## config.mk

```make
export PLATFORM = sky130hd
export DESIGN_NAME = muldiv_unit
export DESIGN_NICKNAME = d
export VERILOG_FILES = /design/src/rtl/muldiv_unit.sv
export SDC_FILE = /design/constraint.sdc
export NUM_CORES = 1
export LEC_CHECK = 0
export ABC_AREA = 1
export CELL_PAD_IN_SITES_DETAIL_PLACEMENT = 0
export CELL_PAD_IN_SITES_GLOBAL_PLACEMENT = 1
export CORE_MARGIN = 10
export CORE_UTILIZATION = 44
export DETAILED_ROUTE_END_ITERATION = 16
export PLACE_DENSITY_LB_ADDON = 0.1
export SLEW_MARGIN = 30
export SYNTH_ARGS = -nofsm -noshare
export SYNTH_HDL_FRONTEND = slang
export SYNTH_SLANG_ARGS = --single-unit
```

## constraint.sdc

```tcl
create_clock -name clk_i -period 8.29 [get_ports clk_i]
set_input_delay 1.2435 -clock clk_i [delete_from_list [all_inputs] [get_ports clk_i]]
set_output_delay 1.2435 -clock clk_i [all_outputs]
set_load 0.005 [all_outputs]
```

## src/rtl/muldiv_unit.sv

```systemverilog
// Iterative MULT/MULTU/DIV/DIVU unit driving the HI/LO pair.
// One radix-2 step per clock, then a sign-fix cycle that writes HI/LO and pulses done.
module muldiv_unit #(
    parameter int unsigned WIDTH = 32
) (
    input  logic             clk_i,
    input  logic             rst_i,
    input  logic             start_i,
    input  logic [1:0]       op_i,
    input  logic [WIDTH-1:0] src_a_i,
    input  logic [WIDTH-1:0] src_b_i,
    input  logic             hi_we_i,
    input  logic             lo_we_i,
    input  logic [WIDTH-1:0] wdata_i,
    output logic             busy_o,
    output logic             done_o,
    output logic [WIDTH-1:0] hi_o,
    output logic [WIDTH-1:0] lo_o
);

    localparam int unsigned CntW = $clog2(WIDTH);

    typedef enum logic [1:0] {StIdle, StCalc, StFix} state_e;

    state_e             state_q, state_d;
    logic [CntW-1:0]    cnt_q, cnt_d;
    logic [2*WIDTH-1:0] acc_q, acc_d;
    logic [WIDTH-1:0]   opnd_q, opnd_d;
    logic               is_div_q, is_div_d;
    logic               neg_q_q, neg_q_d;
    logic               neg_r_q, neg_r_d;
    logic               dbz_q, dbz_d;
    logic [WIDTH-1:0]   hi_q, hi_d;
    logic [WIDTH-1:0]   lo_q, lo_d;
    logic               done_q, done_d;

    logic               is_signed, is_div, sign_a, sign_b;
    logic [WIDTH-1:0]   abs_a, abs_b;
    logic [WIDTH:0]     mul_sum, div_rem_sh, div_diff;
    logic [2*WIDTH-1:0] mul_step, div_step, prod_fix;
    logic [WIDTH-1:0]   quo_fix, rem_fix;

    assign is_signed = ~op_i[0];
    assign is_div    = op_i[1];
    assign sign_a    = is_signed & src_a_i[WIDTH-1];
    assign sign_b    = is_signed & src_b_i[WIDTH-1];
    assign abs_a     = sign_a ? {WIDTH{1'b0}} - src_a_i : src_a_i;
    assign abs_b     = sign_b ? {WIDTH{1'b0}} - src_b_i : src_b_i;

    // Multiply: acc = {partial product, remaining multiplier bits}, shifted right each step.
    assign mul_sum  = {1'b0, acc_q[2*WIDTH-1:WIDTH]} + (acc_q[0] ? {1'b0, opnd_q} : '0);
    assign mul_step = {mul_sum, acc_q[WIDTH-1:1]};

    // Divide: acc = {partial remainder, dividend/quotient bits}, shifted left each step.
    assign div_rem_sh = {acc_q[2*WIDTH-1:WIDTH], acc_q[WIDTH-1]};
    assign div_diff   = div_rem_sh - {1'b0, opnd_q};
    assign div_step   = div_diff[WIDTH]
                        ? {div_rem_sh[WIDTH-1:0], acc_q[WIDTH-2:0], 1'b0}
                        : {div_diff[WIDTH-1:0], acc_q[WIDTH-2:0], 1'b1};

    assign prod_fix = neg_q_q ? {2*WIDTH{1'b0}} - acc_q : acc_q;
    assign quo_fix  = neg_q_q ? {WIDTH{1'b0}} - acc_q[WIDTH-1:0] : acc_q[WIDTH-1:0];
    assign rem_fix  = neg_r_q ? {WIDTH{1'b0}} - acc_q[2*WIDTH-1:WIDTH]
                              : acc_q[2*WIDTH-1:WIDTH];

    always_comb begin
        state_d  = state_q;
        cnt_d    = cnt_q;
        acc_d    = acc_q;
        opnd_d   = opnd_q;
        is_div_d = is_div_q;
        neg_q_d  = neg_q_q;
        neg_r_d  = neg_r_q;
        dbz_d    = dbz_q;
        hi_d     = hi_q;
        lo_d     = lo_q;
        done_d   = 1'b0;
        unique case (state_q)
            StIdle: begin
                if (hi_we_i) hi_d = wdata_i;
                if (lo_we_i) lo_d = wdata_i;
                if (start_i) begin
                    state_d  = StCalc;
                    cnt_d    = CntW'(WIDTH - 1);
                    is_div_d = is_div;
                    acc_d    = {{WIDTH{1'b0}}, is_div ? abs_a : abs_b};
                    opnd_d   = is_div ? abs_b : abs_a;
                    neg_q_d  = sign_a ^ sign_b;
                    neg_r_d  = sign_a;
                    dbz_d    = is_div & (src_b_i == '0);
                end
            end
            StCalc: begin
                acc_d = is_div_q ? div_step : mul_step;
                cnt_d = cnt_q - 1'b1;
                if (cnt_q == '0) state_d = StFix;
            end
            StFix: begin
                if (is_div_q) begin
                    // A zero divisor leaves the dividend as remainder; quotient forced to all ones.
                    hi_d = rem_fix;
                    lo_d = dbz_q ? {WIDTH{1'b1}} : quo_fix;
                end else begin
                    hi_d = prod_fix[2*WIDTH-1:WIDTH];
                    lo_d = prod_fix[WIDTH-1:0];
                end
                done_d  = 1'b1;
                state_d = StIdle;
            end
            default: state_d = StIdle;
        endcase
    end

    always_ff @(posedge clk_i or posedge rst_i) begin
        if (rst_i) begin
            state_q  <= StIdle;
            cnt_q    <= '0;
            acc_q    <= '0;
            opnd_q   <= '0;
            is_div_q <= 1'b0;
            neg_q_q  <= 1'b0;
            neg_r_q  <= 1'b0;
            dbz_q    <= 1'b0;
            hi_q     <= '0;
            lo_q     <= '0;
            done_q   <= 1'b0;
        end else begin
            state_q  <= state_d;
            cnt_q    <= cnt_d;
            acc_q    <= acc_d;
            opnd_q   <= opnd_d;
            is_div_q <= is_div_d;
            neg_q_q  <= neg_q_d;
            neg_r_q  <= neg_r_d;
            dbz_q    <= dbz_d;
            hi_q     <= hi_d;
            lo_q     <= lo_d;
            done_q   <= done_d;
        end
    end

    assign busy_o = (state_q != StIdle);
    assign done_o = done_q;
    assign hi_o   = hi_q;
    assign lo_o   = lo_q;

endmodule

```

==> impl_table.tex <==
\begin{tabular}{lr}
\hline
Metric & Value \\
\hline
\multicolumn{2}{l}{\textbf{Place}} \\
Final weighted congestion in routability-driven placement & 0.985 \\
IO Port Bufs & 168 \\
Half-perimeter wire length after placement & 59800 um \\
Worst Setup Slack post-DPL & 4.05 ns \\
Total instance count after detailed placement & 3518 \\
\multicolumn{2}{l}{\textbf{Synth}} \\
Post-synthesis instance area & 17200 sq um \\
Mux share of post-synthesis cell area & 0 \\
Sequential cell area fraction in the yosys report & 0.250 \\
Cell taking the most area after synthesis & dfrtp\_1 \\
Syn\_nets & 3085 \\
Cell types occupying the most area after synthesis & dfrtp\_1 25\%, nand2\_1 18\%, inv\_1 8.6\% \\
Number of warnings printed during yosys synthesis & 0 \\
XOR/XNOR share of the synthesized area & 0.0376 \\
Most common library cells after synthesis & 839 x nand2\_1, 394 x inv\_1, 333 x nor2\_1 \\
Number of distinct library cell variants in the gate-level netlist after synthesis & 48 \\
Area share of the largest cell type after synthesis & 0.250 \\
Area share of fa/ha/maj cells after synthesis & 0.0532 \\
Post-synthesis instance total & 2910 \\
Average footprint of a synthesized cell & 5.92 sq um \\
Async set-or-reset flop fraction in the synthesized netlist & 1.00 \\
Simple-Gate Fraction of Synth Area & 0.382 \\
\#FFs+latches synth & 172 \\
Combinational family with the most area after synthesis & simple AND/OR/NAND/NOR gates \\
Leading register cell type out of synthesis & dfrtp\_1 \\
Synthesized-area fraction occupied by ao, oa, aoi and oai cells & 0.162 \\
Most repeated cell in the gate-level netlist after synthesis & nand2\_1 \\
Number of synthesized flops with an enable pin & 0 \\
\multicolumn{2}{l}{\textbf{Finish}} \\
Nets & 3194 \\
Final std cells w/o fill & 3550 \\
Area added between synthesis and finish & 15.9\% \\
Layout cell share with drive strength beyond 1 & 0.0396 \\
N\_diodes & 0 \\
\multicolumn{2}{l}{\textbf{Clock tree}} \\
Post-CTS clock slew at the launch and capture registers of the worst setup and hold paths & 0.08 ns \\
\# hold bufs at CTS & 0 \\
Maximum level of the CTS H-tree & 4 \\
CTS tree & built \\
Buffer type at the clock tree root & clkbuf\_16 \\
Clock insertion delay at the later pin of the skew report & 0.46 ns \\
Total clock buffers created by CTS & 17 \\
Clock Path Buffers & 2 \\
Post-cts resize count & 0 \\
Clk sinks & 172 \\
Setup Buffers After CTS & 0 \\
\multicolumn{2}{l}{\textbf{Worst hold path}} \\
Hold depth & 2 \\
Origin of the worst min-delay path & lo\_o[6] \\
Kind of path behind the tightest hold check & flip-flop to flip-flop \\
Endpoint of the worst hold-timing path & lo\_o[6] \\
\multicolumn{2}{l}{\textbf{Floorplanning}} \\
Core area & 38600 sq um \\
Die outline area & 47500 sq um \\
Effective utilization at floorplan & 0.446 \\
Die width & 218 um \\
Count of pins on the block boundary & 169 \\
Number of rows in the core area & 72 \\
Die boundary height & 218 um \\
\multicolumn{2}{l}{\textbf{Power}} \\
Standby leakage power & 9.64 nW \\
Power consumption & 0.00896 W \\
Pwr per Cell Area & 449 nW/um\^{}2 \\
Max IR drop VDD & 244 uV \\
\multicolumn{2}{l}{\textbf{Global routing}} \\
First-pass GRT wire length & 109000 um \\
Via count of the first global-routing pass & 18039 \\
Largest net degree at the start of global routing & 101 \\
Overflow left after global routing & 0 \\
Antenna violations before repair & 0 \\
Total track usage & 0.297 \\
\multicolumn{2}{l}{\textbf{Timing}} \\
Total setup violations reported at the end of the flow & 0 \\
Transition time of the tightest slew-check pin & 0.911 ns \\
Count of final max-slew check failures & 0 \\
Max-Slew Margin vs Limit & 0.389 \\
Worst Skew & 0.0154 ns \\
WHS & 0.499 ns \\
Final-layout setup total negative slack & 0 ns \\
Final Hold Vio Count & 0 \\
Part of the cycle the worst path needs & 0.434 \\
RSZ-0062 raised after global routing & no \\
Max frequency & 0.278 GHz \\
Minimum period implied by the final worst setup slack & 3.60 ns \\
Final setup margin & 4.69 ns \\
\multicolumn{2}{l}{\textbf{Critical path}} \\
Worst reg2reg startpoint & acc\_q[32] \\
CP Launch Type & flip-flop \\
Data arrival at the endpoint of the critical path & 3.93 ns \\
Category of the worst setup path capture point & flip-flop \\
Start-to-end type of the worst setup path & flip-flop to flip-flop \\
Data required time of the worst path & 8.62 ns \\
Largest driver fanout on the critical path & 32 \\
End of the worst register-to-register path & acc\_q[37] \\
Depth of the most critical reg-to-reg path & 16 \\
Worst-case register-to-register setup slack & 4.69 ns \\
\multicolumn{2}{l}{\textbf{Detailed routing}} \\
Post-detailed-route wirelength per cell & 20.4 um \\
Total routed wirelength & 72500 um \\
Residual DRC & 0 \\
Total vias in the final route & 19787 \\
1st-iter DRT viols & 2607 \\
Number of antenna-violating nets in the routed design & 0 \\
Via density per instance & 5.57 \\
Number of optimization iterations in the first detailed-route pass & 5 \\
\multicolumn{2}{l}{\textbf{Outcome}} \\
Status & finished, final reports clean \\
\multicolumn{2}{l}{\textbf{Run}} \\
Max Cap Violations & 0 \\
\hline
\end{tabular}
[metrics by stage]
stage / util / area, sq um
floorplan: - / 17200
global placement: 0.500 / 19300
detailed placement: 0.500 / 19300
CTS: 0.516 / 20000
global route: 0.516 / 20000
finish: 0.516 / 20000
[logic make-up after synthesis]
group           count (synthesis)
flops                         172
buf+inv                       514
compound gates                508
fa+ha+maj                      72
simple gates                 1570
xor+xnor                       74
[worst max-delay path: stages, from the launching register on]
cell	delay, ns
dfrtp_1	0.44
clkinv_1	0.41
fa_1	0.61
inv_1	0.12
nand2_1	0.05
nand2_1	0.07
nand3_1	0.08
nand2_2	0.11
nand2_2	0.07
nand2_4	0.09
nand2_2	0.08
nand3_1	0.09
nand2_2	0.43
nor2_1	0.53
nand2_1	0.11
nand3_1	0.09
o21ai_1	0.07
[cell usage in the layout, fill, tap and decap left out, types with 8 or more instances in the layout]
| cell type | count |
|---|---|
| buf_4 | 16 |
| nor2_2 | 12 |
| clkdlybuf4s50_1 | 168 |
| nor3_1 | 28 |
| nand2_1 | 839 |
| o211ai_1 | 21 |
| nand4_1 | 39 |
| xnor2_1 | 18 |
| clkbuf_16 | 17 |
| nand2_2 | 10 |
| nor2_1 | 328 |
| xor2_1 | 56 |
| inv_1 | 391 |
| nor4_1 | 8 |
| ha_1 | 70 |
| o2111ai_1 | 15 |
| nand3b_1 | 18 |
| o31ai_1 | 8 |
| inv_2 | 23 |
| o21ai_0 | 167 |
| a21oi_1 | 220 |
| o21ai_1 | 26 |
| nand3_1 | 265 |
| a31oi_1 | 15 |
| dfrtp_1 | 171 |
[state kept, by name, summed over array words and instances, names as in the netlist]
name and count:
neg_q_q 1, dbz_q 1, state_q 2, is_div_q 1
acc_q 64, hi_o 32, done_o 1, neg_r_q 1
lo_o 32, cnt_q 5, opnd_q 32
[power breakdown]
| group | switching, W | total (W) | internal, W |
|---|---|---|---|
| clock network | 0.000445 | 0.000865 | 0.000420 |
| logic | 0.00401 | 0.00617 | 0.00216 |
| registers | 0.000656 | 0.00193 | 0.00127 |
[per-layer routing]
| metal | vias up | part of all wire | routed length [um] | global-route usage |
|---|---|---|---|---|
| li1 | 9624 | - | - | - |
| met1 | 9125 | 0.45 | 32600 | 0.423 |
| met2 | 911 | 0.42 | 30800 | 0.440 |
| met3 | 127 | 0.086 | 6270 | 0.0498 |
| met4 | 0 | 0.040 | 2870 | 0.114 |
| met5 | - | 0 | 0 | 0 |
[area by class of cell]
| cell class | count | area [sq um] |
|---|---|---|
| fillers | 4078 | 18700 |
| clock buffers | 17 | 425 |
| multi-input cells | 2224 | 11000 |
| well taps | 518 | 648 |
| inverters | 419 | 1580 |
| clock inverters | 15 | 216 |
| repair buffers | 185 | 1810 |
| flip-flops and latches | 172 | 4310 |
[worst max path at each step]
stage | start | endpoint | slack, ns | cells past startpoint
2_1_floorplan | rst_i | acc_q[0] | 2.39 | 1
3_3_place_gp | start_i | acc_q[8] | 4.15 | 10
3_5_place_dp | start_i | acc_q[8] | 4.05 | 10
4_1_cts | start_i | acc_q[8] | 4.51 | 10
5_1_grt | acc_q[32] | acc_q[40] | 4.34 | 16
6_report | acc_q[32] | acc_q[37] | 4.69 | 16
Power figures use the tool's default switching activity.
